File: src/rtl/grey_conv_arbiter.sv
// Round-robin arbiter sharing one Gray-to-binary converter among N requesters.
// Optional even-parity output enabled by defining GREY_ARB_PARITY_EN.
//
// state | meaning
// IDLE  | searching for a requester from ptr upward, grant strobed combinationally
// CONV  | converting the captured Gray word, result registered on exit
// DONE  | result held on out_* until out_ready
module grey_conv_arbiter #(
    parameter int WIDTH = 4,
    parameter int N     = 4
) (
    input  logic                   clk,
    input  logic                   rst,
    input  logic [N-1:0]           req_valid,
    input  logic [N*WIDTH-1:0]     req_gray,
    output logic [N-1:0]           req_ready,
    output logic                   out_valid,
    input  logic                   out_ready,
    output logic [WIDTH-1:0]       out_bin,
    output logic [$clog2(N)-1:0]   out_id
`ifdef GREY_ARB_PARITY_EN
    ,
    output logic                   out_par
`endif
);

    localparam int IDW = $clog2(N);

    typedef enum logic [1:0] {
        IDLE = 2'd0,
        CONV = 2'd1,
        DONE = 2'd2
    } state_t;

    state_t           state;
    logic [IDW-1:0]   ptr;
    logic [IDW-1:0]   cap_id;
    logic [WIDTH-1:0] cap_gray;
    logic [IDW-1:0]   win_id;
    logic             win_hit;
    logic [IDW-1:0]   idx;
    logic [WIDTH-1:0] conv_bin;

    function automatic logic [WIDTH-1:0] g2b(input logic [WIDTH-1:0] g);
        logic [WIDTH-1:0] b;
        b = '0;
        b[WIDTH-1] = g[WIDTH-1];
        for (int k = WIDTH - 2; k >= 0; k--) begin
            b[k] = b[k+1] ^ g[k];
        end
        return b;
    endfunction

    // Scan offsets high to low so the nearest set bit at/after ptr wins; N is a power of two so the add wraps.
    always_comb begin
        win_id  = ptr;
        win_hit = 1'b0;
        idx     = '0;
        for (int k = N - 1; k >= 0; k--) begin
            idx = ptr + IDW'(k);
            if (req_valid[idx]) begin
                win_id  = idx;
                win_hit = 1'b1;
            end
        end
    end

    always_comb begin
        req_ready = '0;
        if (state == IDLE && !rst && win_hit) begin
            req_ready[win_id] = 1'b1;
        end
    end

    assign conv_bin = g2b(cap_gray);

    always_ff @(posedge clk) begin
        if (rst) begin
            state     <= IDLE;
            ptr       <= '0;
            cap_id    <= '0;
            cap_gray  <= '0;
            out_valid <= 1'b0;
            out_bin   <= '0;
            out_id    <= '0;
`ifdef GREY_ARB_PARITY_EN
            out_par   <= 1'b0;
`endif
        end else begin
            case (state)
                IDLE: begin
                    if (win_hit) begin
                        cap_gray <= req_gray[int'(win_id)*WIDTH +: WIDTH];
                        cap_id   <= win_id;
                        ptr      <= win_id + IDW'(1);
                        state    <= CONV;
                    end
                end
                CONV: begin
                    out_bin   <= conv_bin;
                    out_id    <= cap_id;
                    out_valid <= 1'b1;
`ifdef GREY_ARB_PARITY_EN
                    out_par   <= ^conv_bin;
`endif
                    state     <= DONE;
                end
                DONE: begin
                    if (out_ready) begin
                        out_valid <= 1'b0;
                        state     <= IDLE;
                    end
                end
                default: state <= IDLE;
            endcase
        end
    end

endmodule

File: config.mk
export PLATFORM = sky130hd
export DESIGN_NAME = grey_conv_arbiter
export DESIGN_NICKNAME = d
export VERILOG_FILES = /design/src/rtl/grey_conv_arbiter.sv
export SDC_FILE = /design/constraint.sdc
export NUM_CORES = 1
export LEC_CHECK = 0
export CAP_MARGIN = 20
export CORE_ASPECT_RATIO = 1.75
export CORE_MARGIN = 4
export CORE_UTILIZATION = 38
export CTS_CLUSTER_DIAMETER = 120
export DETAILED_ROUTE_END_ITERATION = 8
export HOLD_SLACK_MARGIN = 0.05
export PLACE_DENSITY = 0.73
export SETUP_SLACK_MARGIN = 0.5
export SKIP_CTS_REPAIR_TIMING = 1
export SLEW_MARGIN = 20
export SYNTH_ARGS = -nofsm -noshare
export SYNTH_HDL_FRONTEND = slang
export SYNTH_SLANG_ARGS = --single-unit
export TNS_END_PERCENT = 30
File: constraint.sdc
create_clock -name clk -period 1.6 [get_ports clk]
set_clock_uncertainty 0.15 [all_clocks]
set_input_delay 0.16 -clock clk [delete_from_list [all_inputs] [get_ports clk]]
set_output_delay 0.16 -clock clk [all_outputs]
set_load 0.02 [all_outputs]
Word-level counts from Yosys, hierarchy flattened
Cells that the tools add are included.
- register bits: 17
- input port bits: 23
- output and inout bits: 11
- logic and storage cells: 58
- add/subtract/negate cells: 4
- magnitude comparators: 6
- equality and inequality tests: 4
- shifts and indexed selects: 1
- multiplexer cells: 24
- bitwise gates (word level): 3
- reduce and logical (&&, ||, !) cells: 9
- operator list (kind ; number):
    $shiftx A16 B5 Y4 ; 1
    $lt A2 B3 Y1 const B ; 5
    $mux W2 ; 6
    $mux W1 ; 10
    $bmux W1 S2 ; 4
    $pmux W2 S3 ; 1
    $reduce_and A2 Y1 ; 3
    $add A2 B1 Y2 const B ; 2
    $add A2 B2 Y2 const B ; 2
    $mux W4 ; 1
    $ne A2 B2 Y1 const B ; 2
    $logic_and A1 B1 Y1 ; 3
    $xor A1 B1 Y1 ; 3
    $demux W1 S2 ; 1
    $eq A2 B1 Y1 const B ; 1
    $eq A2 B2 Y1 const B ; 1
    $ge A2 B1 Y1 const B ; 1
    $logic_not A2 Y1 ; 1
    $pmux W1 S2 ; 1
    $reduce_bool A2 Y1 ; 1
    $logic_not A1 Y1 ; 1

Logic depth before layout (Yosys ltp)
- depth after elaboration: 12
- depth in mapped cells: 7
- gate-level depth less buffers: 5

Least setup slack after synthesis
OpenSTA, ideal clock, no wires.
- path kind: flip-flop to output port
- start: reg ptr[1]
- end: out req_ready[2]
- arrival: 1.506 ns
- required time: 1.290 ns
- path slack: -0.216 ns
- cell stages (with the launch flop): 6
- path buffers: 0
- path through: dfxtp_1 and3b_1 or4_4 nand2_2 nand2_1 nor2_1
- cells in the longest elaborated chain, start to end: 12
- elaborated cells on any way between the ends: 26
- classes of those cells: add/sub: 3; order compare: 2; mux: 19; reduce/logical: 2
- ends and longest elaborated chain (item ; line ; text):
    start: declaration ; 36 ; logic [IDW-1:0] ptr;
    start signal: assignment ; 95 ; ptr <= win_id + IDW'(1);
    $add A2 B2 Y2 ; 60 ; idx = ptr + IDW'(k);
    $bmux W1 S2 ; 61 ; if (req_valid[idx]) begin
    $mux W1 (not written as such) ; 61 ;
    $mux W2 (4 in a row) ; 61 ;
    $lt A2 B3 Y1 (not written as such) or $ge A2 B1 Y1 (tied branches) ; 71 ; req_ready[win_id] = 1'b1;
    $logic_and A1 B1 Y1 (not written as such) ; 71 ;
    $mux W1 (not written as such) ; 71 ;
    $demux W1 S2 ; 71 ;
    $mux W4 (*) ; 70 ; if (state == IDLE && !rst && win_hit) begin
    end: declaration ; 16 ; output logic [N-1:0] req_ready,
Mark *: on every way between the ends. The rest lies on a longest branch, timed or not. The select of a mux whose other input is x is not followed.

Worst setup path in the final report
Ends and elaborated chain as after synthesis.

==> impl_metrics.ini <==
[layout]
final_area_mm2 = 0.00157
layout-drive-gt1-share = 0.408
area_growth_pct = 74.7
fillers = 187
final_cell_mix = buf_4 (22), clkdlybuf4s50_1 (18), dfxtp_1 (14)
regArea_um2 = 344
multi_input_area_um2 = 633
layout_commonest_cell = buf_4
nNetsFinal = 181
num_antenna_cells = 0
final_cells = 182

[run]
cap_violations = 0

[routing]
wire_per_inst_um = 13.6
routed-wl-met3_um = 114
highest-signal-layer = met4
dr_total_vias = 984
detail-route-antenna-nets = 0
wl_met2_um = 1440
met1_length_um = 848
drcViolationCount = 0
drtIter0Drc = 13
totalWireLength_um = 2480
dr.pass1.iters = 5
viasPerCell = 5.41

[sta]
worstMarginPinSlew_ns = 0.466
slew_viol_final = 0
slew_headroom = 0.688
fmax_mhz = 502
hold_viol = 0
setup_viol = 10
period_minus_slack_ns = 1.99
worst_slack_ns = -0.391
rsz0062_at_grt = true
finalCritPeriodShare = 1.24

[logic_synthesis]
synth_area_um2 = 896
syn_area_per_cell_um2 = 8.70
yosysWarnings = 0
synth-async-reset-ratio = 0
synth_fp_nets = 126
ys_ff_latch = 17
syn_inst = 103
synth_sequential_area_ratio = 0.380
synth-edff-count = 0
synth_cell_type_count = 33
ys.flop_type = dfxtp_1

[critical_path]
worstSetupPathType = flip-flop to primary output
cp-startpoint = ptr[1]$_SDFFE_PP0P_
required_ns = 1.29
start_kind = flip-flop
critical_path_peak_fanout = 3
worstPathArrival_ns = 1.68
timing.rr.start = ptr[1]$_SDFFE_PP0P_
critPathCaptureType = primary output

[place]
hpwl_um = 1930
place.gp.congestion = 0.808
placedCellCount = 177
io_buffer_count = 33
postPlaceCellArea_mm2 = 0.00144

[clock_tree]
clkLatencyLatePin_ns = 0.25
cts-htree-levels = 1
cts-root-buf = clkbuf_8
cts_buffers = 3
cts.clk_slew.worst_paths_ns = 0.07
cts_tree = done
clk_path_buf_depth = 2
clock_sinks = 17

[floorplanning]
rows = 23
io_pins = 34
die_w_um = 44.7
initial_core_util = 0.394
die_y_um = 72.2
core_mm2 = 0.00227
dieArea_mm2 = 0.00323

[worst_hold_path]
min_path_type = flip-flop to flip-flop
hp-start = cap_id[0]$_SDFFE_PP0P_

[global_routing]
grt_max_degree = 18
antenna_found_initial = 0
grt_usage = 0.163
gr-total-overflow = 0
grt_pass1_wl_um = 3990
grt_pass1_vias = 976

[pwr]
swShare = 0.337
pwr-share-clk = 0.207
power_mw = 1.56
power.leakage_nw = 0.675
switchingPower_mw = 0.525
seqPwrFrac = 0.340
irDropWorstVdd_mv = 0.576
combPwrFrac = 0.453
p_per_area_mw_per_mm2 = 994
p_int_mw = 1.03

[status]
violations = negative setup slack
status = finished with violations
routing by layer:
| layer | GRT usage | vias up |
|---|---|---|
| met3 | 0.00993 | 7 |
| met1 | 0.172 | 471 |
| met2 | 0.306 | 29 |
| met5 | 0 | - |
| li1 | - | 477 |
| met4 | 0.0805 | 0 |
power by group through the flow:
stage	registers, mW	logic (mW)	clock network [mW]
after floorplan	0.560	0.361	0
after global placement	0.533	0.628	0
after detailed placement	0.537	0.647	0
after CTS	0.527	0.650	0.328
after global routing	0.534	0.768	0.341
final	0.529	0.705	0.323
final cells by class:
cell class,instances,area share
multi-input combinational,77,0.404
inverter,3,0.00719
timing repair buffer,56,0.319
clock inverter,1,0.00320
clock buffer,3,0.0264
sequential,17,0.220
tap,25,0.0200
critical path: stages, from the launching register on:
cell and delay (ns):
dfxtp_2 0.32, and3b_1 0.16, or4_4 0.57, nand2_4 0.11, nand2_4 0.07, nor2_4 0.08
buf_6 0.11
kinds of logic after synthesis:
kind of cell	count (synthesis)	share of synthesized area
compound gates	20	0.162
simple gates	43	0.260
flops	17	0.380
xor+xnor	4	0.0391
buf+inv	9	0.0475
mux	10	0.112
cell usage after synthesis (3+ instances only):
cell type	n	share of area
mux2i_1	10	0.11
clkbuf_1	4	0.017
nor2b_1	4	0.028
o221ai_1	3	0.029
nand2_1	5	0.021
dfxtp_1	17	0.38
a211oi_1	5	0.042
nor2_1	18	0.075
inv_1	3	0.013
nand3b_1	3	0.025
xnor2_1	4	0.039
a21oi_1	3	0.017
final timing paths:
kind	slack [ns]	endpoint	cells past startpoint
max	-0.39	req_ready[2]	6
min	0.32	cap_id[0]$_SDFFE_PP0P_	2
max reg2reg	-0.25	cap_gray[3]$_SDFFE_PP0P_	6
min reg2reg	0.32	cap_id[0]$_SDFFE_PP0P_	2
through the flow:
stage          hold WS (ns)  TNS [ns]   util  setup slack [ns]
2_1_floorplan         0.228    -0.289      -           -0.0676
3_3_place_gp          0.299     -7.51  0.635            -0.939
3_5_place_dp          0.315     -7.86  0.635            -0.955
4_1_cts               0.324     -5.81  0.655            -0.966
5_1_grt               0.326     -3.17  0.688            -0.438
6_report              0.320     -2.64  0.688            -0.391
registers in the layout, indices dropped and copies added, names as in the netlist:
register / cells
cap_gray: 4
out_bin: 4
cap_id: 2
out_id: 2
ptr: 2
state: 2
out_valid: 1
No activity file was read; power rests on OpenSTA's default activity.
==> RTL change 1: new RTL, same flow settings <==
Set the parameter `N` to 8 (it was 4).
--- a/src/rtl/grey_conv_arbiter.sv
+++ b/src/rtl/grey_conv_arbiter.sv
@@ -7,7 +7,7 @@
 // DONE  | result held on out_* until out_ready
 module grey_conv_arbiter #(
     parameter int WIDTH = 4,
-    parameter int N     = 4
+    parameter int N     = 8
 ) (
     input  logic                   clk,
     input  logic                   rst,
Ports: changed (resized out_id, req_gray, req_ready and req_valid); port bits go from 34 to 59. The function was not compared with the original's and may differ.
==> RTL change 1 against the unedited design <==
- the run still ends with setup timing left
- sequential cell count is 3 higher
- final area grew 130%
- register-to-register slack got worse by 1.6 ns
- largest cell class unchanged
- critical path type unchanged
- worst setup slack got worse by 1.5 ns
- area after synthesis is 150% higher
- total power grew to 6.6 times the old value
- routed wire length rose to 3.2 times the old value
==> RTL change 1: results (changes against the unedited design) <==
[cells_and_area]
area.sequential_um2=408  ; was 344 um^2
drive_above_1_share=0.451  ; was 0.408
multi_input_cells=199  ; was 77
fin_nets=405  ; was 181
postLayoutCellArea_um2=3670  ; was 1570 um^2
clockNetworkAreaShare=0.0194  ; was 0.0296
reg_top3=cap_gray x4, out_bin x4  ; unchanged
inv_count=6  ; was 3
final-nonclk-buf-share=0.323  ; was 0.319
signal_buffers=130  ; was 56
fillCellCount=432  ; was 187
multi_input_area_share=0.512  ; was 0.404

[grt]
antenna_found_initial=0  ; unchanged
grt_max_degree=24  ; was 18
grt_pass1_wl_um=11300  ; was 3990 um
use_met2=0.411  ; was 0.306
use_met3=0.0143  ; was 0.00993
grt_usage=0.201  ; was 0.163
use_met1=0.194  ; was 0.172

[worst_hold_path]
min_from=out_id[0]  ; was cap_id[0]

[critical_path]
critical-path-max-stage-delay_ns=0.54  ; was 0.57 ns
crit_family=multiplexers  ; was simple AND/OR/NAND/NOR gates
critPathSlowestCell=mux4_2  ; was or4_4
critPathKind=reg -> out  ; unchanged
r2r_start=ptr[0]  ; was ptr[1]
crit_fanout=8  ; was 3
cp.arrival_ns=3.21  ; was 1.68 ns

[route]
via_count=2533  ; was 984
avgRoutedWirePerCell_um=18.3  ; was 13.6 um
first_pass_iters=4  ; was 5
vias_per_cell=5.82  ; was 5.41
first_iter_violations=156  ; was 13

[logic_synthesis]
syn-num-nets=294  ; was 126
synthTopCellsByArea=dfxtp_1, mux4_2, mux2i_1  ; was dfxtp_1, mux2i_1, nor2_1
synth_common_cells=nand2_1, mux2i_1, dfxtp_1  ; was nor2_1, dfxtp_1, mux2i_1
synth_cell_types=54  ; was 33
yosysSeqAreaShare=0.179  ; was 0.380
synth.avg_cell_area_um2=8.96  ; was 8.70 um^2

[clocking]
clock-sinks=20  ; was 17
clk_pin_slew_ns=0.08
ctsRootBufferMaster=clkbuf_8  ; unchanged
clk_path_buf_depth=2  ; unchanged
cts_buffers=3  ; unchanged

[timing]
setup_viol=19  ; was 10
worstMarginPinSlew_ns=0.346  ; was 0.466 ns
worst_slack_ns=-1.92  ; was -0.391 ns
tns_ns=-32.49  ; was -2.64 ns

[placed_design]
dp_slack_ns=-2.20  ; was -0.955 ns
dp_cells=419  ; was 177
portBuffers=58  ; was 33
placed_area_um2=3340  ; was 1440 um^2
dp_hpwl_um=5730  ; was 1930 um
gp_congestion=0.803  ; was 0.808

[floorplan]
die_w_um=65.9  ; was 44.7 um

[pwr]
power.leakage_uw=0.00150  ; was 0.000675 uW
ir_drop_mv=2.40  ; was 0.576 mV

[run_status]
status=finished, violations left  ; unchanged
violations=setup timing  ; unchanged

==> RTL change 1: cell count changes in the layout (fill, tap and decap cells not counted), sizes merged, moves of 8 or more <==
cell,delta
mux2i,+12
nand2,+18
mux2,+8
clkdlybuf4s50,+24
a21oi,+12
buf,+54
mux4,+17
==> RTL change 1: worst reg2reg max path, stage by stage, from the launching register on <==
cell and delay (ns):
dfxtp_2 0.36, inv_2 0.06, ha_4 0.34, mux4_2 0.54, mux2_4 0.31, a311o_1 0.28
a221oi_2 0.31, o41ai_4 0.11, buf_6 0.17, buf_12 0.14, mux2i_2 0.15, a221o_1 0.35
a31oi_1 0.16
==> RTL change 1: report_power, final <==
part           internal [uW]  leakage (uW)  switching [uW]
Clock                    334     0.0000357             186
Sequential               662      0.000167             140
Combinational           4700       0.00130            4190
==> RTL change 1: metal layers <==
| layer | wire [um] | share of wire | vias up |
|---|---|---|---|
| met5 | 0 | 0 | - |
| met4 | 457 | 0.057 | 0 |
| met3 | 326 | 0.041 | 33 |
| met2 | 4510 | 0.57 | 104 |
| met1 | 2680 | 0.34 | 1228 |
| li1 | - | - | 1168 |
==> RTL change 1: final timing paths <==
kind | depth (start not counted) | slack [ns] | endpoint
setup / recovery | 11 | -1.92 | req_ready[2]
hold reg to reg | 2 | 0.31 | out_id[0]
hold / removal | 2 | 0.31 | out_id[0]
setup reg to reg | 12 | -1.88 | cap_gray[0]
==> RTL change 1: cell families after synthesis <==
kind of cell               Yosys count  share of synthesized area
AOI/OAI and AO/OA                   69                      0.236
xor gates and xnor gates             7                     0.0275
adders and majority gates            2                     0.0112
buffers and inverters               30                     0.0673
DFF                                 20                      0.179
muxes                               47                      0.312
and+or+nand+nor                     74                      0.166
==> RTL change 2: new RTL, same settings <==
Without the edit above. Make the reset (`rst`) asynchronous in one clocked block.
--- a/src/rtl/grey_conv_arbiter.sv
+++ b/src/rtl/grey_conv_arbiter.sv
@@ -74,7 +74,7 @@
 
     assign conv_bin = g2b(cap_gray);
 
-    always_ff @(posedge clk) begin
+    always_ff @(posedge clk or posedge rst) begin
         if (rst) begin
             state     <= IDLE;
             ptr       <= '0;
Formal check against the unedited RTL: differs if rst is asserted again (counterexample within 4 cycles, from zero or initial values and one cycle with rst high); with rst held inactive, the same outputs for 10 cycles.
==> RTL change 2 against the unedited design <==
- the flow still finishes with violations (setup timing)
- final area up 7.0%
- routed wire length rose by 18%
- synthesized cell count down 2.9%
- worst setup slack lost 0.15 ns
- sequential cell count stayed put
- sequential share of layout area is 3.4 points higher
- area after synthesis rose by 9.4%
- critical endpoint is now cap_gray[2]
- largest cell class unchanged
- highest routed layer unchanged
Power is not compared: it rests on default switching activity, and its combinational part moved more than twofold at a synthesized area within 25%.
==> RTL change 2: results (changes against the unedited design) <==
[run_status]
status=finished, violations left  ; unchanged
violations=setup timing  ; unchanged

[critical_path]
crit_fanout=4  ; was 3
cp-startpoint=ptr[1]  ; unchanged
critical-path-max-stage-delay_ns=0.53  ; was 0.57 ns
crit_family=compound AO/OA/AOI/OAI gates  ; was simple AND/OR/NAND/NOR gates
cp.arrival_ns=2.12  ; was 1.68 ns
critPathSlowestCell=a2111o_2  ; was or4_4

[logic_synthesis]
synthArstFlopShare=1.00  ; was 0
synth.avg_cell_area_um2=9.80  ; was 8.70 um^2
synth_cell_types=31  ; was 33
yosys_most_used_dff=dfrtp_1  ; was dfxtp_1
synthTopCellsByArea=dfrtp_1, mux2_4, nand2_1  ; was dfxtp_1, mux2i_1, nor2_1
syn-num-nets=123  ; was 126
synth_common_cells=dfrtp_1, nand2_1, nor2_1  ; was nor2_1, dfxtp_1, mux2i_1

[grt]
grt_pass1_vias=989  ; was 976
use_met3=0.0191  ; was 0.00993
grt_usage=0.168  ; was 0.163
use_met2=0.322  ; was 0.306
grt_max_degree=16  ; was 18
grt_pass1_wl_um=4150  ; was 3990 um

[route]
vias_per_cell=5.33  ; was 5.41
via_count=975  ; was 984
wl_met1_um=969  ; was 848 um
first_pass_iters=3  ; was 5
dr_wl_met3_um=133  ; was 114 um
avgRoutedWirePerCell_um=16.0  ; was 13.6 um
met2_length_um=1750  ; was 1440 um

[timing]
slew_headroom=0.768  ; was 0.688
setup_viol=11  ; was 10
tns_ns=-3.78  ; was -2.64 ns
worst_slack_ns=-0.536  ; was -0.391 ns
holdWs_ns=0.180  ; was 0.320 ns

[placed_design]
dp_cells=175  ; was 177
placed_area_um2=1480  ; was 1440 um^2
dp_hpwl_um=2170  ; was 1930 um
gp_congestion=0.750  ; was 0.808
dp_slack_ns=-0.918  ; was -0.955 ns

[worst_hold_path]
hp-class=in -> async  ; was reg -> reg

==> RTL change 2: cell types whose count changed after synthesis, sizes merged, moves of 3 or more <==
cell / before / now
nor2: 18 / 11
nand2: 6 / 12
mux2i: 10 / 1
nand3b: 3 / 0
o21ai: 3 / 11
nand3: 1 / 4
a221o: 0 / 3
dfxtp: 17 / 0
mux2: 0 / 6
o221ai: 3 / 0
dfrtp: 0 / 17
==> RTL change 2: final cells by class <==
cell class,instances,area [um^2]
Clock buffer,4,45.0
Fill cell,207,818
Inverter,4,15.0
Multi-Input combinational cell,76,633
Sequential cell,17,425
Tap cell,26,32.5
Timing Repair Buffer,56,523
==> RTL change 2: cell families after synthesis <==
family          synth area share
buf+inv                   0.0268
mux                       0.0907
compound gates             0.230
xor+xnor                  0.0358
simple gates               0.183
flops                      0.434
==> RTL change 2: where the power goes <==
group / internal (uW) / switching (uW)
combinational: 1030 / 940
sequential: 651 / 186
clock: 177 / 140
total: 1860 / 1270
